<file path="src/rtl/disp_sched_if.sv">
// rtl/disp_sched_if.sv - overlay request/acknowledge bundle for disp_sched
//
// Signals:
//   ovl_req   overlay request, single-cycle pulse from the overlay source
//   ovl_data  overlay digits, same packing as time_bcd, valid with ovl_req
//   ovl_ack   one-cycle pulse: request accepted and now on display
//   ovl_drop  one-cycle pulse: request discarded because the editor owns the display
// Modports: master = overlay source, slave = disp_sched.

interface disp_sched_if;
   logic        ovl_req;
   logic [23:0] ovl_data;
   logic        ovl_ack;
   logic        ovl_drop;

   modport master (
      output ovl_req,
      output ovl_data,
      input  ovl_ack,
      input  ovl_drop
   );

   modport slave (
      input  ovl_req,
      input  ovl_data,
      output ovl_ack,
      output ovl_drop
   );
endinterface

</file>
<file path="src/rtl/disp_sched.sv">
// rtl/disp_sched.sv - display source scheduler for the 6-digit seven-segment scan driver
//
// Picks what the display shows: live time of day, a timed overlay or the time
// editor (which blinks the field being edited). All outputs are registered.
//
// Ports:
//   clk, rst_n              system clock, asynchronous active-low reset
//   time_bcd[23:0]          background time, [3:0]=s0 ... [23:20]=h1
//   ovl                     overlay handshake (disp_sched_if.slave)
//   edit_active             level, editor owns the display
//   edit_data[23:0]         editor digits, same packing as time_bcd
//   edit_field[1:0]         0 none, 1 seconds, 2 minutes, 3 hours
//   s0,s1,m0,m1,h0,h1[3:0]  digits to the scan driver
//   disp_blank[5:0]         per-digit blank, bit0=s0 ... bit5=h1
//   mode[1:0]               0 TIME, 1 OVL, 2 EDIT

module disp_sched #(
   parameter int MS_CYCLES = 50000,
   parameter int OVL_MS    = 2000,
   parameter int BLINK_MS  = 500
) (
   input  logic         clk,
   input  logic         rst_n,
   input  logic [23:0]  time_bcd,
   disp_sched_if.slave  ovl,
   input  logic         edit_active,
   input  logic [23:0]  edit_data,
   input  logic [1:0]   edit_field,
   output logic [3:0]   s0,
   output logic [3:0]   s1,
   output logic [3:0]   m0,
   output logic [3:0]   m1,
   output logic [3:0]   h0,
   output logic [3:0]   h1,
   output logic [5:0]   disp_blank,
   output logic [1:0]   mode
);

   localparam int MS_MAX = (OVL_MS > BLINK_MS) ? OVL_MS : BLINK_MS;
   localparam int MS_W   = $clog2(MS_MAX + 1);
   localparam int PRE_W  = $clog2(MS_CYCLES + 1);

   typedef enum logic [1:0] {
      ST_TIME = 2'd0,
      ST_OVL  = 2'd1,
      ST_EDIT = 2'd2
   } state_e;

   state_e             state_q, state_d;
   logic [PRE_W-1:0]   pre_q, pre_d;
   logic [MS_W-1:0]    ms_q, ms_d;
   logic               blink_q, blink_d;
   logic [23:0]        ovl_reg_q, ovl_reg_d;
   logic [1:0]         field_q, field_d;
   logic [23:0]        digits_q, digits_d;
   logic [5:0]         blank_q, blank_d;
   logic [1:0]         mode_q, mode_d;
   logic               ack_q, ack_d;
   logic               drop_q, drop_d;

   logic               tick;
   logic               accept;
   logic [PRE_W-1:0]   pre_run;
   logic [5:0]         field_mask;

   always_ff @(posedge clk or negedge rst_n) begin
      if (!rst_n) begin
         state_q   <= ST_TIME;
         pre_q     <= '0;
         ms_q      <= '0;
         blink_q   <= 1'b0;
         ovl_reg_q <= '0;
         field_q   <= '0;
         digits_q  <= '0;
         blank_q   <= '0;
         mode_q    <= '0;
         ack_q     <= 1'b0;
         drop_q    <= 1'b0;
      end else begin
         state_q   <= state_d;
         pre_q     <= pre_d;
         ms_q      <= ms_d;
         blink_q   <= blink_d;
         ovl_reg_q <= ovl_reg_d;
         field_q   <= field_d;
         digits_q  <= digits_d;
         blank_q   <= blank_d;
         mode_q    <= mode_d;
         ack_q     <= ack_d;
         drop_q    <= drop_d;
      end
   end

   always_comb begin
      state_d    = state_q;
      pre_d      = pre_q;
      ms_d       = ms_q;
      blink_d    = blink_q;
      ovl_reg_d  = ovl_reg_q;
      field_d    = edit_field;
      accept     = 1'b0;
      tick       = (pre_q == PRE_W'(MS_CYCLES - 1));
      pre_run    = tick ? '0 : pre_q + PRE_W'(1);
      field_mask = 6'b000000;

      // Any request while the editor is active is refused, including the
      // cycle edit_active rises.
      drop_d     = ovl.ovl_req & edit_active;

      case (state_q)
         ST_TIME: begin
            if (edit_active) begin
               state_d = ST_EDIT;
               pre_d   = '0;
               ms_d    = '0;
               blink_d = 1'b0;
            end else if (ovl.ovl_req) begin
               state_d = ST_OVL;
               accept  = 1'b1;
            end else begin
               pre_d   = pre_run;
            end
         end
         ST_OVL: begin
            if (edit_active) begin
               state_d = ST_EDIT;
               pre_d   = '0;
               ms_d    = '0;
               blink_d = 1'b0;
            end else if (ovl.ovl_req) begin
               accept  = 1'b1;
            end else begin
               pre_d = pre_run;
               if (tick) begin
                  if (ms_q == MS_W'(OVL_MS - 1)) begin
                     state_d = ST_TIME;
                     ms_d    = '0;
                  end else begin
                     ms_d = ms_q + MS_W'(1);
                  end
               end
            end
         end
         ST_EDIT: begin
            if (!edit_active) begin
               // Leaving the editor never resumes an abandoned overlay.
               state_d = ST_TIME;
               pre_d   = '0;
               ms_d    = '0;
               blink_d = 1'b0;
            end else if (edit_field != field_q) begin
               // Restart the blink so the newly selected field shows first.
               pre_d   = '0;
               ms_d    = '0;
               blink_d = 1'b0;
            end else begin
               pre_d = pre_run;
               if (tick) begin
                  if (ms_q == MS_W'(BLINK_MS - 1)) begin
                     ms_d    = '0;
                     blink_d = ~blink_q;
                  end else begin
                     ms_d = ms_q + MS_W'(1);
                  end
               end
            end
         end
         default: begin
            state_d = ST_TIME;
            pre_d   = '0;
            ms_d    = '0;
            blink_d = 1'b0;
         end
      endcase

      // Accept and retrigger both restart the full hold period.
      if (accept) begin
         ovl_reg_d = ovl.ovl_data;
         pre_d     = '0;
         ms_d      = '0;
      end

      case (edit_field)
         2'd1:    field_mask = 6'b000011;
         2'd2:    field_mask = 6'b001100;
         2'd3:    field_mask = 6'b110000;
         default: field_mask = 6'b000000;
      endcase

      // Output registers reflect the decision taken at this edge.
      case (state_d)
         ST_OVL:  digits_d = ovl_reg_d;
         ST_EDIT: digits_d = edit_data;
         default: digits_d = time_bcd;
      endcase
      blank_d = ((state_d == ST_EDIT) && blink_d) ? field_mask : 6'b000000;
      mode_d  = 2'(state_d);
      ack_d   = accept;
   end

   assign s0           = digits_q[3:0];
   assign s1           = digits_q[7:4];
   assign m0           = digits_q[11:8];
   assign m1           = digits_q[15:12];
   assign h0           = digits_q[19:16];
   assign h1           = digits_q[23:20];
   assign disp_blank   = blank_q;
   assign mode         = mode_q;
   assign ovl.ovl_ack  = ack_q;
   assign ovl.ovl_drop = drop_q;

endmodule

</file>
<file path="src/flat_wrapper.sv">
// flat-port wrapper written by rule: the top's interface ports become plain ports
module disp_sched_flat 
#(
   parameter int MS_CYCLES = 50000,
   parameter int OVL_MS    = 2000,
   parameter int BLINK_MS  = 500
)
  (clk, rst_n, time_bcd, edit_active, edit_data, edit_field, s0, s1, m0, m1, h0, h1, disp_blank, mode, ovl_ovl_req, ovl_ovl_data, ovl_ovl_ack, ovl_ovl_drop);
  disp_sched_if ovl_i ();
  input  logic clk;
  input  logic rst_n;
  input  logic [23:0] time_bcd;
  input  logic edit_active;
  input  logic [23:0] edit_data;
  input  logic [1:0] edit_field;
  output logic [3:0] s0;
  output logic [3:0] s1;
  output logic [3:0] m0;
  output logic [3:0] m1;
  output logic [3:0] h0;
  output logic [3:0] h1;
  output logic [5:0] disp_blank;
  output logic [1:0] mode;
  input wire logic [$bits(ovl_i.ovl_req)-1:0] ovl_ovl_req;
  input wire logic [$bits(ovl_i.ovl_data)-1:0] ovl_ovl_data;
  output wire logic [$bits(ovl_i.ovl_ack)-1:0] ovl_ovl_ack;
  output wire logic [$bits(ovl_i.ovl_drop)-1:0] ovl_ovl_drop;
  assign ovl_i.ovl_req = ovl_ovl_req;
  assign ovl_i.ovl_data = ovl_ovl_data;
  assign ovl_ovl_ack = ovl_i.ovl_ack;
  assign ovl_ovl_drop = ovl_i.ovl_drop;
  disp_sched #(.MS_CYCLES(MS_CYCLES), .OVL_MS(OVL_MS), .BLINK_MS(BLINK_MS)) u_core (.clk(clk), .rst_n(rst_n), .time_bcd(time_bcd), .ovl(ovl_i), .edit_active(edit_active), .edit_data(edit_data), .edit_field(edit_field), .s0(s0), .s1(s1), .m0(m0), .m1(m1), .h0(h0), .h1(h1), .disp_blank(disp_blank), .mode(mode));
endmodule
</file>
<file path="config.mk">
export PLATFORM = sky130hd
export DESIGN_NAME = disp_sched_flat
export DESIGN_NICKNAME = d
export VERILOG_FILES = /design/src/rtl/disp_sched_if.sv /design/src/rtl/disp_sched.sv /design/src/flat_wrapper.sv
export SDC_FILE = /design/constraint.sdc
export NUM_CORES = 1
export LEC_CHECK = 0
export CORE_MARGIN = 2
export CORE_UTILIZATION = 43
export DETAILED_ROUTE_END_ITERATION = 10
export GPL_ROUTABILITY_DRIVEN = 0
export PLACE_DENSITY = 0.74
export SYNTH_ARGS = -nofsm -noshare
export SYNTH_HDL_FRONTEND = slang
export SYNTH_SLANG_ARGS = --single-unit
</file>
<file path="constraint.sdc">
create_clock -name clk -period 2.5 [get_ports clk]
set_input_delay 0.25 -clock clk [delete_from_list [all_inputs] [get_ports clk]]
set_output_delay 0.25 -clock clk [all_outputs]
set_load 0.02 [all_outputs]
</file>
==> out/metrics.yaml, run 1 <==
route:
  drt_iter0_markers: 180
  num_vias: 3359
  drc_errors: 0
  dr.pass1.iters: 4
  ant_nets: 0
  routedWlPerCell_um: 17.85
  viasPerCell: 5.471
  routed_wirelength_mm: 10.96
yosys:
  synth_nets: 444
  synthTopCellsByArea: "dfrtp_1 54%, mux2_2 7.2%, a22oi_1 4.6%"
  synth_cell_types: 45
  synthFlopType: "dfrtp_1"
  synth-edff-count: 0
  syn_area_um2: 3930
  syn_avg_cell_area_um2: 10.98
  synth_common_cells: "85 x dfrtp_1, 42 x nand2_1, 34 x o21ai_0"
  yosysSeqAreaShare_pct: 54.12
  syn_inst: 358
  yosysMostFrequentCell: "dfrtp_1"
  synth-seq-cells: 85
  synthArstFlopShare_pct: 100.0
  yosysWarnings: 0
  yosys.area.top_type: "dfrtp_1"
  synth_top_cell_area_share_pct: 54.12
timing:
  clock.fmax_mhz: 390.4
  hold_viol_final: 0
  relSlewSlack_pct: 63.56
  skew_ns: 0.01236
  period_share_pct: 102.5
  fin_crit_ns: 2.562
  setup_slack_ns: -0.06167
  slew_violations: 0
  rsz0062_at_grt: "true"
  setup_viol: 26
  tightest_slew_ns: 0.5466
status:
  violations: "setup timing"
  status: "finished with violations"
floorplanning:
  rows: 34
  io_pins: 112
  coreArea_um2: 8806
  fp.dieArea_um2: 9920
  die_h_um: 99.60
  initial_core_util_pct: 44.63
  die_w_um: 99.60
worst_setup_path:
  crit_path_max_fanout: 7
  crit_type: "reg2reg"
  required_ns: 2.78
  cp.arrival_ns: 2.84
  critPathCaptureType: "flop"
  critPathLaunchType: "flop"
global_route:
  grt_first_pass_wirelength_mm: 17.27
  grtUsageTotal_pct: 22.11
  overflow: 0
  antenna_found_initial: 0
  grt_max_degree: 46
  grt_pass1_vias: 3481
placed_design:
  dp.cells: 587
  dpl.hpwl_mm: 6.836
  port_buffers: 111
cts:
  ctsLongestPathBuffers: 2
  clkTransAtPathRegs_ns: 0.09
  clk_latency_ns: 0.36
  cts_tree: "yes"
  numCtsBuffers: 9
  root_buffer: "clkbuf_8"
  cts_sinks: 85
  htreeDepth: 3
power:
  powerDensity_nw_per_um2: 1085
  p_leak_nw: 2.593
  ir_worst_vdd_uv: 706.0
cells_and_area:
  final_cells: 614
  area_growth_pct: 51.89
  final_util_pct: 67.79
  drive_gt1_share_pct: 24.11
  antenna_cells: 0
  final_nets: 587
min_path:
  hold_path_class: "in2async"
flow_run:
  maxCapViolations: 0
[layout make-up]
type	instances	area, um2
inverter	6	22.52
multi-input combinational	250	1866
fill	621	2836
sequential	85	2127
timing repair buffer	149	1574
clock buffer	10	127.6
clock inverter	6	117.6
tap	108	135.1
[state kept, by name, indices dropped and copies added (netlist names)]
register / flops
u_core.digits_q: 24
u_core.ovl_reg_q: 24
u_core.pre_q: 16
u_core.ms_q: 11
u_core.disp_blank: 3
u_core.field_q: 2
u_core.state_q: 2
u_core.blink_q: 1
u_core.ovl.ovl_ack: 1
u_core.ovl.ovl_drop: 1
[report_power, final]
group          internal, W  switching, W  leakage, nW
registers          0.00179      0.000145         1.09
logic              0.00168       0.00166         1.39
clock network     0.000675      0.000523        0.119
[cell usage in the layout (no fill, tap or decap), drive strengths merged, types with 6 or more instances in the layout]
cell type | synthesis | routed
dfrtp | 85 | 85
nand4 | 6 | 6
clkbuf | 11 | 12
xnor2 | 6 | 6
ha | 8 | 8
inv | 6 | 8
a22o | 8 | 8
buf | 7 | 36
nand2 | 42 | 42
nand3 | 7 | 7
mux2 | 25 | 25
and3 | 8 | 8
xor2 | 11 | 11
nor2 | 25 | 26
o21ai | 34 | 34
clkdlybuf4s50 | 0 | 110
a22oi | 24 | 24
[cell families (layout without fill, tap and decap cells)]
group / after synthesis / in the layout / synth area share (%)
and+or+nand+nor: 117 / 118 / 15.41
DFF: 85 / 85 / 54.12
AOI/OAI and AO/OA: 82 / 82 / 14.26
muxes: 25 / 25 / 7.163
buffers and inverters: 24 / 171 / 2.706
xor gates and xnor gates: 17 / 17 / 3.789
adders and majority gates: 8 / 8 / 2.547
[what timing repair did]
action                                 CTS  global route
cloned                                   4             3
resized for setup                       34            29
setup buffers                            0             3
endpoints found under the hold margin   40             0
hold buffers                             1             0
setup endpoints to repair               27            36
pin swaps                                4            10
[worst paths after layout]
check                           cells past startpoint  slack (ns)                        endpoint                           start
worst max register to register                     10       -0.06  u_core.disp_blank[4]$_DFF_PN0_     u_core.pre_q[7]$_DFFE_PN0P_
min in group clk                                    3        0.43    u_core.digits_q[0]$_DFF_PN0_                     time_bcd[0]
worst min register to register                      1        0.51  u_core.ovl_reg_q[20]$_DFF_PN0_  u_core.ovl_reg_q[20]$_DFF_PN0_
worst max-delay path                               10       -0.06  u_core.disp_blank[4]$_DFF_PN0_     u_core.pre_q[7]$_DFFE_PN0P_
worst min-delay path                                2        0.42      u_core.ms_q[6]$_DFFE_PN0P_                           rst_n
max in group asynchronous                           3        1.46    u_core.digits_q[8]$_DFF_PN0_                           rst_n
[through the flow]
step / setup TNS [ns] / total power, W / area (um2) / hold slack, ns / setup slack, ns
floorplan: -2.334 / 0.003449 / 3990 / -0.04559 / -0.1140
global placement: -0.2528 / 0.004233 / 5363 / 0.2647 / -0.02788
detailed placement: -1.536 / 0.004301 / 5363 / 0.2727 / -0.1081
CTS: -0.04514 / 0.006108 / 5797 / 0.4268 / -0.01257
global route: -2.734 / 0.006785 / 5969 / 0.4428 / -0.1380
finish: -0.8397 / 0.006477 / 5969 / 0.4218 / -0.06167
[metal layers]
metal	share of wire, %	global-route usage [%]	vias to the layer above
met2	51	37.42	107
li1	-	-	1561
met5	0	0	-
met3	6.9	6.465	14
met4	1.4	5.585	0
met1	40	27.95	1677
[worst max-delay path, cell delays in order (launching register included)]
cell and delay (ns):
dfrtp_1 0.39, or3_4 0.39, nand3b_4 0.16, or2_4 0.24
or3_4 0.36, nand2_2 0.08, a311o_1 0.24, ha_4 0.23
buf_12 0.16, nand2_4 0.06, nor3b_2 0.19
Power figures use the tool's default switching activity.
==> run 2: changes to the inputs <==
--- a/config.mk
+++ b/config.mk
@@ -6,10 +6,10 @@
 export NUM_CORES = 1
 export LEC_CHECK = 0
 export CORE_MARGIN = 2
-export CORE_UTILIZATION = 43
+export CORE_UTILIZATION = 40
 export DETAILED_ROUTE_END_ITERATION = 10
 export GPL_ROUTABILITY_DRIVEN = 0
-export PLACE_DENSITY = 0.74
+export PLACE_DENSITY = 0.7
 export SYNTH_ARGS = -nofsm -noshare
 export SYNTH_HDL_FRONTEND = slang
 export SYNTH_SLANG_ARGS = --single-unit
==> run 2 against run 1 <==
  * The flow still finishes with violations (setup timing)
  * Setup slack gained 0.017 ns
  * Design area rose by 0.42%
  * Sequential power about the same
  * First-iteration DRC count shrank 6.1%
  * Clock skew grew 0.0042 ns
  * Combinational power fell by 6.3%
  * Largest power group unchanged
  * Cell count grew 4.4%
  * Worst hold slack improved by 0.0043 ns
  * Sequential cell count stayed put
  * Register-to-register slack gained 0.02 ns
  * Critical path depth stayed put
==> out/metrics.yaml, run 2 (same netlist as run 1, synthesis figures left out) <==
global_route:
  grt_pass1_vias: 3360  # -3.5%
  grt_first_pass_wirelength_mm: 16.24  # -6.0%
  grt_max_degree: 86  # +87%
  overflow: 0  # unchanged
  antenna_found_initial: 0  # unchanged
  grtUsageTotal_pct: 19.81  # -2.3 points
timing:
  slew_violations: 0  # unchanged
  setup_tns_ns: -0.1475  # +0.6921 ns
  relSlewSlack_pct: 65.97  # +2.4 points
  hold_viol_final: 0  # unchanged
  rsz0062_at_grt: "true"
  setup_viol: 11  # -58%
  period_share_pct: 101.8  # -0.66 points
  skew_ns: 0.01656  # +0.004199 ns
  fin_hold_ws_ns: 0.4261  # +0.004308 ns
  clock.fmax_mhz: 392.9  # +0.65%
  tightest_slew_ns: 0.5066  # -0.03997 ns
  setup_slack_ns: -0.04514  # +0.01652 ns
  fin_crit_ns: 2.545  # -0.01652 ns
cells_and_area:
  final_nets: 589  # +0.34%
  area_growth_pct: 52.53
  nFillCells: 810  # +30%
  reg.largest.list: "u_core.digits_q (24), u_core.ovl_reg_q (24), u_core.pre_q (16)"
  final_common_cell: "clkdlybuf4s50_1"
  drive_gt1_share_pct: 26.18  # +2.1 points
  antenna_cells: 0  # unchanged
  final_cell_mix: "110 x clkdlybuf4s50_1, 85 x dfrtp_1, 29 x buf_4"
route:
  num_vias: 3304  # -1.6%
  drc_errors: 0  # unchanged
  drt_iter0_markers: 169  # -6.1%
  routedWlPerCell_um: 16.17  # -9.4%
  routed_wirelength_mm: 10.37  # -5.4%
  viasPerCell: 5.154  # -5.8%
  ant_nets: 0  # unchanged
  dr.pass1.iters: 4  # unchanged
worst_setup_path:
  crit_buf_inv: 1  # unchanged
  cpPeakStageDelay_ns: 0.39  # about the same
  critPathCaptureType: "flop"
  timing.rr.start: "u_core.pre_q[7]$_DFFE_PN0P_"
  cp.arrival_ns: 2.79  # -0.05 ns
  cp_common_cell: "or3_4"
  endpoint: "u_core.digits_q[18]$_DFF_PN0_"
  r2r_cells: 10  # unchanged
  r2r_slack_ns: -0.05  # +0.02 ns
  required_ns: 2.74  # -0.04 ns
  crit_type: "reg2reg"
  crit_start: "u_core.pre_q[7]$_DFFE_PN0P_"
  slowest_stage: "dfrtp_1"
  cp.depth: 10  # unchanged
  path_delay_family: "simple AND/OR/NAND/NOR gates"
  path_cells: "or3_4 > nand3b_4 > or2_4 > or3_4 > nand2_4 > a311oi_2 > ha_4 > clkbuf_16 > a22oi_1 > o21ai_1"
  worst_r2r_endpoint: "u_core.digits_q[18]$_DFF_PN0_"
  critPathLaunchType: "flop"
  crit_path_max_fanout: 12  # +5
cts:
  clkTransAtPathRegs_ns: 0.09  # about the same
  ctsLongestPathBuffers: 2  # unchanged
  cts_tree: "yes"
  root_buffer: "clkbuf_8"
  cts_sinks: 85  # unchanged
  clk_latency_ns: 0.36  # about the same
  htreeDepth: 3  # unchanged
  numCtsBuffers: 9  # unchanged
power:
  p_leak_nw: 2.569  # -0.93%
  powerDensity_nw_per_um2: 1004  # -7.4%
  ir_worst_vdd_uv: 798.1  # +13%
status:
  status: "finished with violations"
  violations: "setup timing"
flow_run:
  maxCapViolations: 0  # unchanged
floorplanning:
  coreArea_um2: 9639  # +9.5%
  io_pins: 112  # unchanged
  die_h_um: 103.1  # +3.5%
  rows: 36  # +5.9%
  initial_core_util_pct: 40.77  # -3.9 points
  fp.dieArea_um2: 10630  # +7.2%
  die_w_um: 103.1  # +3.5%
placed_design:
  port_buffers: 111  # unchanged
  dpl.hpwl_mm: 6.858  # +0.32%
min_path:
  hold_path_class: "in2reg"
## run 2: changes by cell type in the layout (fill, tap and decap cells not counted), sizes merged
| cell | before | now |
|---|---|---|
| clkinv | 0 | 2 |
| bufinv | 3 | 0 |
| buf | 36 | 38 |
| inv | 8 | 9 |
## run 2: power breakdown
group / switching, W / internal [W]
sequential: 0.000146 / 0.00179
clock: 0.000539 / 0.000406
combinational: 0.00156 / 0.00158
## run 2: worst min path at each step
stage,from,end,cells past startpoint
6_report,time_bcd[12],u_core.digits_q[12]$_DFF_PN0_,3
3_3_place_gp,rst_n,u_core.pre_q[0]$_DFFE_PN0P_,2
2_1_floorplan,rst_n,u_core.blink_q$_DFF_PN0_,0
4_1_cts,time_bcd[12],u_core.digits_q[12]$_DFF_PN0_,3
5_1_grt,time_bcd[23],u_core.digits_q[23]$_DFF_PN0_,3
3_5_place_dp,rst_n,u_core.ovl.ovl_drop$_DFF_PN0_,2
## run 2: cell type report
class	count	area, um2	share of cell area [%]
well taps	133	166.4	2.776
repair buffers	151	1564	26.09
multi-input cells	250	1923	32.08
clock buffers	10	137.6	2.296
flip-flops and latches	85	2127	35.48
inverters	6	22.52	0.3757
clock inverters	6	53.80	0.8975
## run 2: metal layers
metal,wire length (um),GRT usage (%),part of all wire (%),vias to the layer above
met5,0,0,0,-
met1,4337,24.68,42,1637
met3,674,7.322,6.5,12
met4,119,5.364,1.1,0
met2,5235,32.62,51,92
li1,-,-,-,1563
## run 2: stage by stage
| step | setup slack [ns] | std cells | total power (W) | cell area [um2] | util, % |
|---|---|---|---|---|---|
| 6_report | -0.04514 | 641 | 0.006020 | 5995 | 62.19 |
| 5_1_grt | -0.1263 | 641 | 0.006355 | 5995 | 62.19 |
| 3_3_place_gp | -0.07123 | 615 | 0.004276 | 5416 | 56.19 |
| 4_1_cts | 0.002947 | 634 | 0.005625 | 5729 | 59.44 |
| 2_1_floorplan | -0.1140 | 358 | 0.003449 | 3990 | - |
| 3_5_place_dp | -0.1087 | 615 | 0.004337 | 5416 | 56.19 |
## run 2: timing repair
action                     in CTS  in global routing
cloned                          2                  3
setup endpoints to repair      27                 44
gates resized for setup        14                 58
hold buffers                    1                  0
setup buffers                   0                  4
pin swaps                       6                  7
hold endpoints to repair       85                  0
## run 2: worst reg2reg max path, cell delays in order (launching register included)
cell and delay [ns]:
dfrtp_1 0.39, or3_4 0.38, nand3b_4 0.16, or2_4 0.23, or3_4 0.37, nand2_4 0.08
a311oi_2 0.15, ha_4 0.22, clkbuf_16 0.17, a22oi_1 0.18, o21ai_1 0.09
